`src/rtl/wave_pkg.sv`:
```
// Shared waveform type codes and period derivation for the generator/classifier pair.
package wave_pkg;
    typedef enum logic [1:0] {
        WAVE_SQUARE = 2'd0,
        WAVE_SAW    = 2'd1,
        WAVE_TRI    = 2'd2,
        WAVE_NONE   = 2'd3
    } wave_t;

    localparam int NUM_TYPES = 3;

    function automatic int period_of(input int t, input int amp, input int sq_half);
        case (t)
            0:       return 2 * sq_half;
            1:       return amp + 1;
            default: return 2 * amp;
        endcase
    endfunction
endpackage

```
`src/rtl/wave_period_tracker.sv`:
```
// Per-waveform candidate tracker: survives while step, period, timeout and half-period rules hold.
module wave_period_tracker #(
    parameter int CW     = 6,
    parameter int PERIOD = 20,
    parameter int HALF   = 0
) (
    input  logic clk,
    input  logic rst_n,
    input  logic en,
    input  logic restart,
    input  logic evt,
    input  logic step_bad,
    input  logic half_evt,
    output logic ok,
    output logic viol,
    output logic period_good
);
    logic          seen;
    logic [CW-1:0] c;
    logic [CW-1:0] cnt1;

    // cnt1 is the number of samples since the last event, counting this one
    always_comb begin
        cnt1 = c + CW'(1);
        viol = ok & en & (step_bad
                          | (seen & (cnt1 > CW'(PERIOD)))
                          | (seen & evt & (cnt1 != CW'(PERIOD)))
                          | (seen & half_evt & (cnt1 != CW'(HALF))));
        period_good = ok & en & evt & seen & ~viol;
    end

    always_ff @(posedge clk or negedge rst_n) begin
        if (!rst_n) begin
            ok   <= 1'b1;
            seen <= 1'b0;
            c    <= '0;
        end else if (restart) begin
            ok   <= 1'b1;
            seen <= 1'b0;
            c    <= '0;
        end else if (en && ok) begin
            if (viol) begin
                ok <= 1'b0;
            end else if (evt) begin
                seen <= 1'b1;
                c    <= '0;
            end else if (seen) begin
                c <= cnt1;
            end
        end
    end
endmodule

```
`src/rtl/wave_classifier.sv`:
```
// Identifies square/sawtooth/triangle from a 5-bit sample stream and reports type and period.
module wave_classifier
    import wave_pkg::*;
#(
    parameter int AMP     = 20,
    parameter int SQ_HALF = 10,
    parameter int CW      = 6
) (
    input  logic          clk,
    input  logic          rst_n,
    input  logic [4:0]    wave_in,
    output logic [1:0]    wave_type,
    output logic          locked,
    output logic [CW-1:0] period,
    output logic          err
);
    typedef enum logic {ACQUIRE, LOCKED} state_t;

    localparam logic [4:0]    A5    = 5'(AMP);
    localparam logic [CW-1:0] P_SQ  = CW'(period_of(0, AMP, SQ_HALF));
    localparam logic [CW-1:0] P_SAW = CW'(period_of(1, AMP, SQ_HALF));
    localparam logic [CW-1:0] P_TRI = CW'(period_of(2, AMP, SQ_HALF));

    state_t                 state;
    logic [4:0]             prev;
    logic                   primed;
    logic [5:0]             w6, p6;
    logic                   up, dn, drop;
    logic [NUM_TYPES-1:0]   evt, step_bad, half_evt, ok, viol, pg, ok_next;
    logic [3:0]             viol4;
    logic                   restart, all_dead, lock_hit, lock_viol;
    wave_t                  lk_type;
    logic [CW-1:0]          lk_period;

    always_comb begin
        w6   = {1'b0, wave_in};
        p6   = {1'b0, prev};
        up   = (w6 == p6 + 6'd1);
        dn   = (w6 + 6'd1 == p6);
        drop = (prev == A5) && (wave_in == 5'd0);

        step_bad[0] = !((wave_in == 5'd0) || (wave_in == A5));
        step_bad[1] = !(up || drop);
        step_bad[2] = !((up && prev != A5) || (dn && prev != 5'd0));
        evt[0]      = (prev == 5'd0) && (wave_in == A5);
        evt[1]      = drop;
        evt[2]      = (prev == 5'd1) && (wave_in == 5'd0);
        half_evt    = {2'b00, drop};

        ok_next   = ok & ~viol;
        all_dead  = primed && (ok_next == '0);
        // lock only when the single surviving candidate closes a correct period
        lock_hit  = primed && ((pg & ok_next) != '0)
                    && ((ok_next & (ok_next - 3'd1)) == '0);
        viol4     = {1'b0, viol};
        lock_viol = primed && viol4[wave_type];
        restart   = (state == ACQUIRE) ? all_dead : lock_viol;

        lk_type   = WAVE_TRI;
        lk_period = P_TRI;
        if (pg[0]) begin
            lk_type   = WAVE_SQUARE;
            lk_period = P_SQ;
        end else if (pg[1]) begin
            lk_type   = WAVE_SAW;
            lk_period = P_SAW;
        end
    end

    for (genvar i = 0; i < NUM_TYPES; i++) begin : g_trk
        wave_period_tracker #(
            .CW(CW),
            .PERIOD(period_of(i, AMP, SQ_HALF)),
            .HALF(i == 0 ? SQ_HALF : 0)
        ) u_trk (
            .clk(clk),
            .rst_n(rst_n),
            .en(primed),
            .restart(restart),
            .evt(evt[i]),
            .step_bad(step_bad[i]),
            .half_evt(half_evt[i]),
            .ok(ok[i]),
            .viol(viol[i]),
            .period_good(pg[i])
        );
    end

    always_ff @(posedge clk or negedge rst_n) begin
        if (!rst_n) begin
            state     <= ACQUIRE;
            prev      <= '0;
            primed    <= 1'b0;
            wave_type <= WAVE_NONE;
            locked    <= 1'b0;
            period    <= '0;
            err       <= 1'b0;
        end else begin
            prev   <= wave_in;
            primed <= 1'b1;
            err    <= 1'b0;
            case (state)
                ACQUIRE: if (lock_hit) begin
                    state     <= LOCKED;
                    locked    <= 1'b1;
                    wave_type <= lk_type;
                    period    <= lk_period;
                end
                LOCKED: if (lock_viol) begin
                    state     <= ACQUIRE;
                    err       <= 1'b1;
                    locked    <= 1'b0;
                    wave_type <= WAVE_NONE;
                    period    <= '0;
                end
                default: state <= ACQUIRE;
            endcase
        end
    end
endmodule

```
`config.mk`:
```
export PLATFORM = sky130hd
export DESIGN_NAME = wave_classifier
export DESIGN_NICKNAME = d
export VERILOG_FILES = /design/src/rtl/wave_pkg.sv /design/src/rtl/wave_period_tracker.sv /design/src/rtl/wave_classifier.sv
export SDC_FILE = /design/constraint.sdc
export NUM_CORES = 1
export LEC_CHECK = 0
export CORE_MARGIN = 3
export CORE_UTILIZATION = 30
export CTS_BUF_LIST = sky130_fd_sc_hd__clkbuf_16
export DETAILED_ROUTE_END_ITERATION = 16
export PLACE_DENSITY_LB_ADDON = 0.08
export SLEW_MARGIN = 10
export SYNTH_ARGS = -nofsm -noshare
export SYNTH_HDL_FRONTEND = slang
export SYNTH_HIERARCHICAL = 1
export SYNTH_SLANG_ARGS = --single-unit
export TNS_END_PERCENT = 5
```
`constraint.sdc`:
```
create_clock -name clk -period 5.3 [get_ports clk]
set_input_delay 0.53 -clock clk [delete_from_list [all_inputs] [get_ports clk]]
set_output_delay 0.53 -clock clk [all_outputs]
set_load 0.005 [all_outputs]
```
==> qor.txt, run 1 <==
status -> finished, final reports clean
total global routing overflow -> 0
Area contributors post-synth -> dfrtp_1, ha_1, dfstp_2
PortBufs -> 15
Initial DRC Count -> 139
clock latency on the worst-skew pair -> 280 ps
DR pass1 iterations -> 4
leak pwr -> 1.45 nW
Routed Antenna Nets -> 0
skew final -> 7.54 ps
Post-Syn Area -> 3070 um2
most numerous cell in the Yosys netlist -> dfrtp_1
first-pass GRT wire length -> 12800 um
post-synthesis sequential element count -> 38
actual slew at the worst max-slew pin -> 929 ps
share of total power in the clock network -> 0.463
fillers -> 1012
die height -> 107 um
post-route minimum period -> 4610 ps
count of final setup violators -> 0
top cell type's share of synthesized area -> 0.269
Post-synth EDFFs -> 0
Routed WL -> 7400 um
Combinational Power Share -> 0.069
CTS max path bufs -> 2
gr usage total -> 0.135
WL/cell -> 15.0 um
die area -> 11500 um2
commonest cells in the netlist -> dfrtp_1, nor2_1, inv_1, nand3_1
Main synth FF type -> dfrtp_1
Max VDD drop -> 116 uV
fmax -> 217 MHz
CTS root buffer -> clkbuf_16
Crit Path Max Fanout -> 8
average cell area after synthesis -> 8.92 um2
Crit Path Class -> reg -> reg
Initial Util -> 0.311
ys async rst share -> 1.00
Max Cap Violations -> 0
P_int -> 0.000483 W
Die W -> 107 um
Post-DP Area -> 3360 um2
Tcrit/Tclk final -> 0.869
sw frac -> 0.242
total I/O pin count -> 17
Synth area leader -> dfrtp_1
largest net degree at the start of global routing -> 39
Synth cell types -> 89
Post-Synthesis Cells -> 344
sequential power share -> 0.468
TNS Setup -> 0 ps
Hold Vio Cnt, Final -> 0
switching pwr -> 0.000154 W
layout cell share with drive strength beyond 1 -> 0.136
Pwr Density -> 182 nW/um2
number of H-tree levels -> 2
number of CTS-inserted buffers -> 5
DRC Markers -> 0
Worst Path Arrival -> 4780 ps
Synth Warn # -> 6
# Post-CTS Setup Buffers -> 0
relative slew slack -> 0.381
antenna violations before repair -> 0
clock-pin slew on the worst setup and hold paths -> 60 ps
Net count, final -> 379
Rows -> 36
Hold-fix buffers, CTS -> 0
Req. time, crit path -> 5470 ps
core box area -> 9860 um2
CP startpoint kind -> register
vias -> 2606
Final Max Tran Viols -> 0
RSZ-0062 raised after global routing -> false
Diodes inserted -> 0
hold_ws -> 386 ps
post-cts sizing count -> 0
CP Capture Type -> register
DR vias/cell -> 5.28
vias in the first global route -> 2532
CTS tree -> done
min-delay worst type -> in -> async
Final Cell Area -> 3500 um2
sequential fraction of the synthesis area -> 0.312
routability cong. -> 0.834
Detailed Place HPWL -> 5400 um
clock sink count -> 38
Area Growth Syn to Fin -> 14.0%
==> placed cells by master (no fill, tap or decap), types with 10 or more instances in the layout <==
cell type / instances
clkdlybuf4s50_1: 14
nor3_1: 11
o21ai_0: 13
a21oi_1: 14
inv_1: 21
nor2b_1: 13
xnor2_1: 10
ha_1: 12
nor2_1: 25
nand2_1: 14
nand3_1: 16
dfrtp_1: 33
==> registers in the layout (all words and copies together), names as in the netlist <==
register / flops
primed: 1
state: 1
g_trk.u_trk/seen: 3
g_trk.u_trk/ok: 3
period: 3
wave_type: 2
err: 1
g_trk.u_trk/c: 18
prev: 5
locked: 1
==> final timing paths <==
kind	from	slack (ps)	depth (start not counted)	end
worst max register to register	prev[1]$_DFF_PN0_	690	15	g_trk[2].u_trk/c[4]$_DFFE_PN0P_
worst min register to register	wave_type[0]$_DFFE_PN1P_	510	2	wave_type[0]$_DFFE_PN1P_
min in group clk	wave_type[0]$_DFFE_PN1P_	510	2	wave_type[0]$_DFFE_PN1P_
max in group asynchronous	rst_n	4320	1	prev[1]$_DFF_PN0_
worst min-delay path	rst_n	390	1	err$_DFF_PN0_
worst max-delay path	prev[1]$_DFF_PN0_	690	15	g_trk[2].u_trk/c[4]$_DFFE_PN0P_
==> worst max-delay path, stage by stage, from the launching register on <==
cell and delay (ps):
dfrtp_1 440, inv_1 100, ha_1 160, or4b_1 480, nor3_1 710, nand2_1 110, o221a_2 310, a31oi_1 200
nor2_1 60, nor2_1 190, nor2b_1 140, o41ai_2 730, o311ai_1 260, a21oi_4 300, mux2i_1 210, a21oi_1 80
==> routing by layer <==
metal | vias to the layer above | track usage | share of wire
li1 | 1306 | - | -
met1 | 1246 | 0.194 | 0.50
met2 | 43 | 0.209 | 0.46
met3 | 11 | 0.0205 | 0.027
met4 | 0 | 0.0374 | 0.013
met5 | - | 0 | 0
==> power groups by stage <==
stage / clock (W) / sequential, W / combinational, W
after floorplan: 0 / 0.000301 / 0.0000281
after global placement: 0 / 0.000303 / 0.0000451
after detailed placement: 0 / 0.000303 / 0.0000448
after CTS: 0.000305 / 0.000298 / 0.0000450
after global routing: 0.000315 / 0.000299 / 0.0000500
final: 0.000295 / 0.000298 / 0.0000440
==> through the flow <==
| stage | util | instances | power [W] | setup slack [ps] |
|---|---|---|---|---|
| 6_report | 0.355 | 494 | 0.000637 | 694 |
| 5_1_grt | 0.355 | 494 | 0.000664 | 313 |
| 4_1_cts | 0.355 | 494 | 0.000648 | 696 |
| 3_5_place_dp | 0.340 | 486 | 0.000348 | 488 |
| 3_3_place_gp | 0.340 | 486 | 0.000348 | 690 |
| 2_1_floorplan | - | 346 | 0.000329 | 950 |
==> kinds of logic after synthesis <==
group	synth area share
adders and majority gates	0.0489
DFF	0.312
and+or+nand+nor	0.263
other	0.00245
AOI/OAI and AO/OA	0.260
muxes	0.0163
buffers and inverters	0.0554
xor gates and xnor gates	0.0428
==> cell type report <==
class | count | area, um2 | share of cell area
multi-input combinational | 272 | 1960 | 0.559
sequential | 38 | 957 | 0.274
timing repair buffer | 22 | 198 | 0.0565
tap | 133 | 166 | 0.0476
clock buffer | 5 | 125 | 0.0358
inverter | 21 | 78.8 | 0.0225
clock inverter | 3 | 16.3 | 0.00465
No activity file was read; power rests on OpenSTA's default activity.
==> run 2: changes to the inputs <==
--- a/config.mk
+++ b/config.mk
@@ -10,6 +10,7 @@
 export CTS_BUF_LIST = sky130_fd_sc_hd__clkbuf_16
 export DETAILED_ROUTE_END_ITERATION = 16
 export PLACE_DENSITY_LB_ADDON = 0.08
+export SKIP_LAST_GASP = 1
 export SLEW_MARGIN = 10
 export SYNTH_ARGS = -nofsm -noshare
 export SYNTH_HDL_FRONTEND = slang
==> results of run 2 <==
The final DEF is identical to that of run 1; final timing and power are the same.
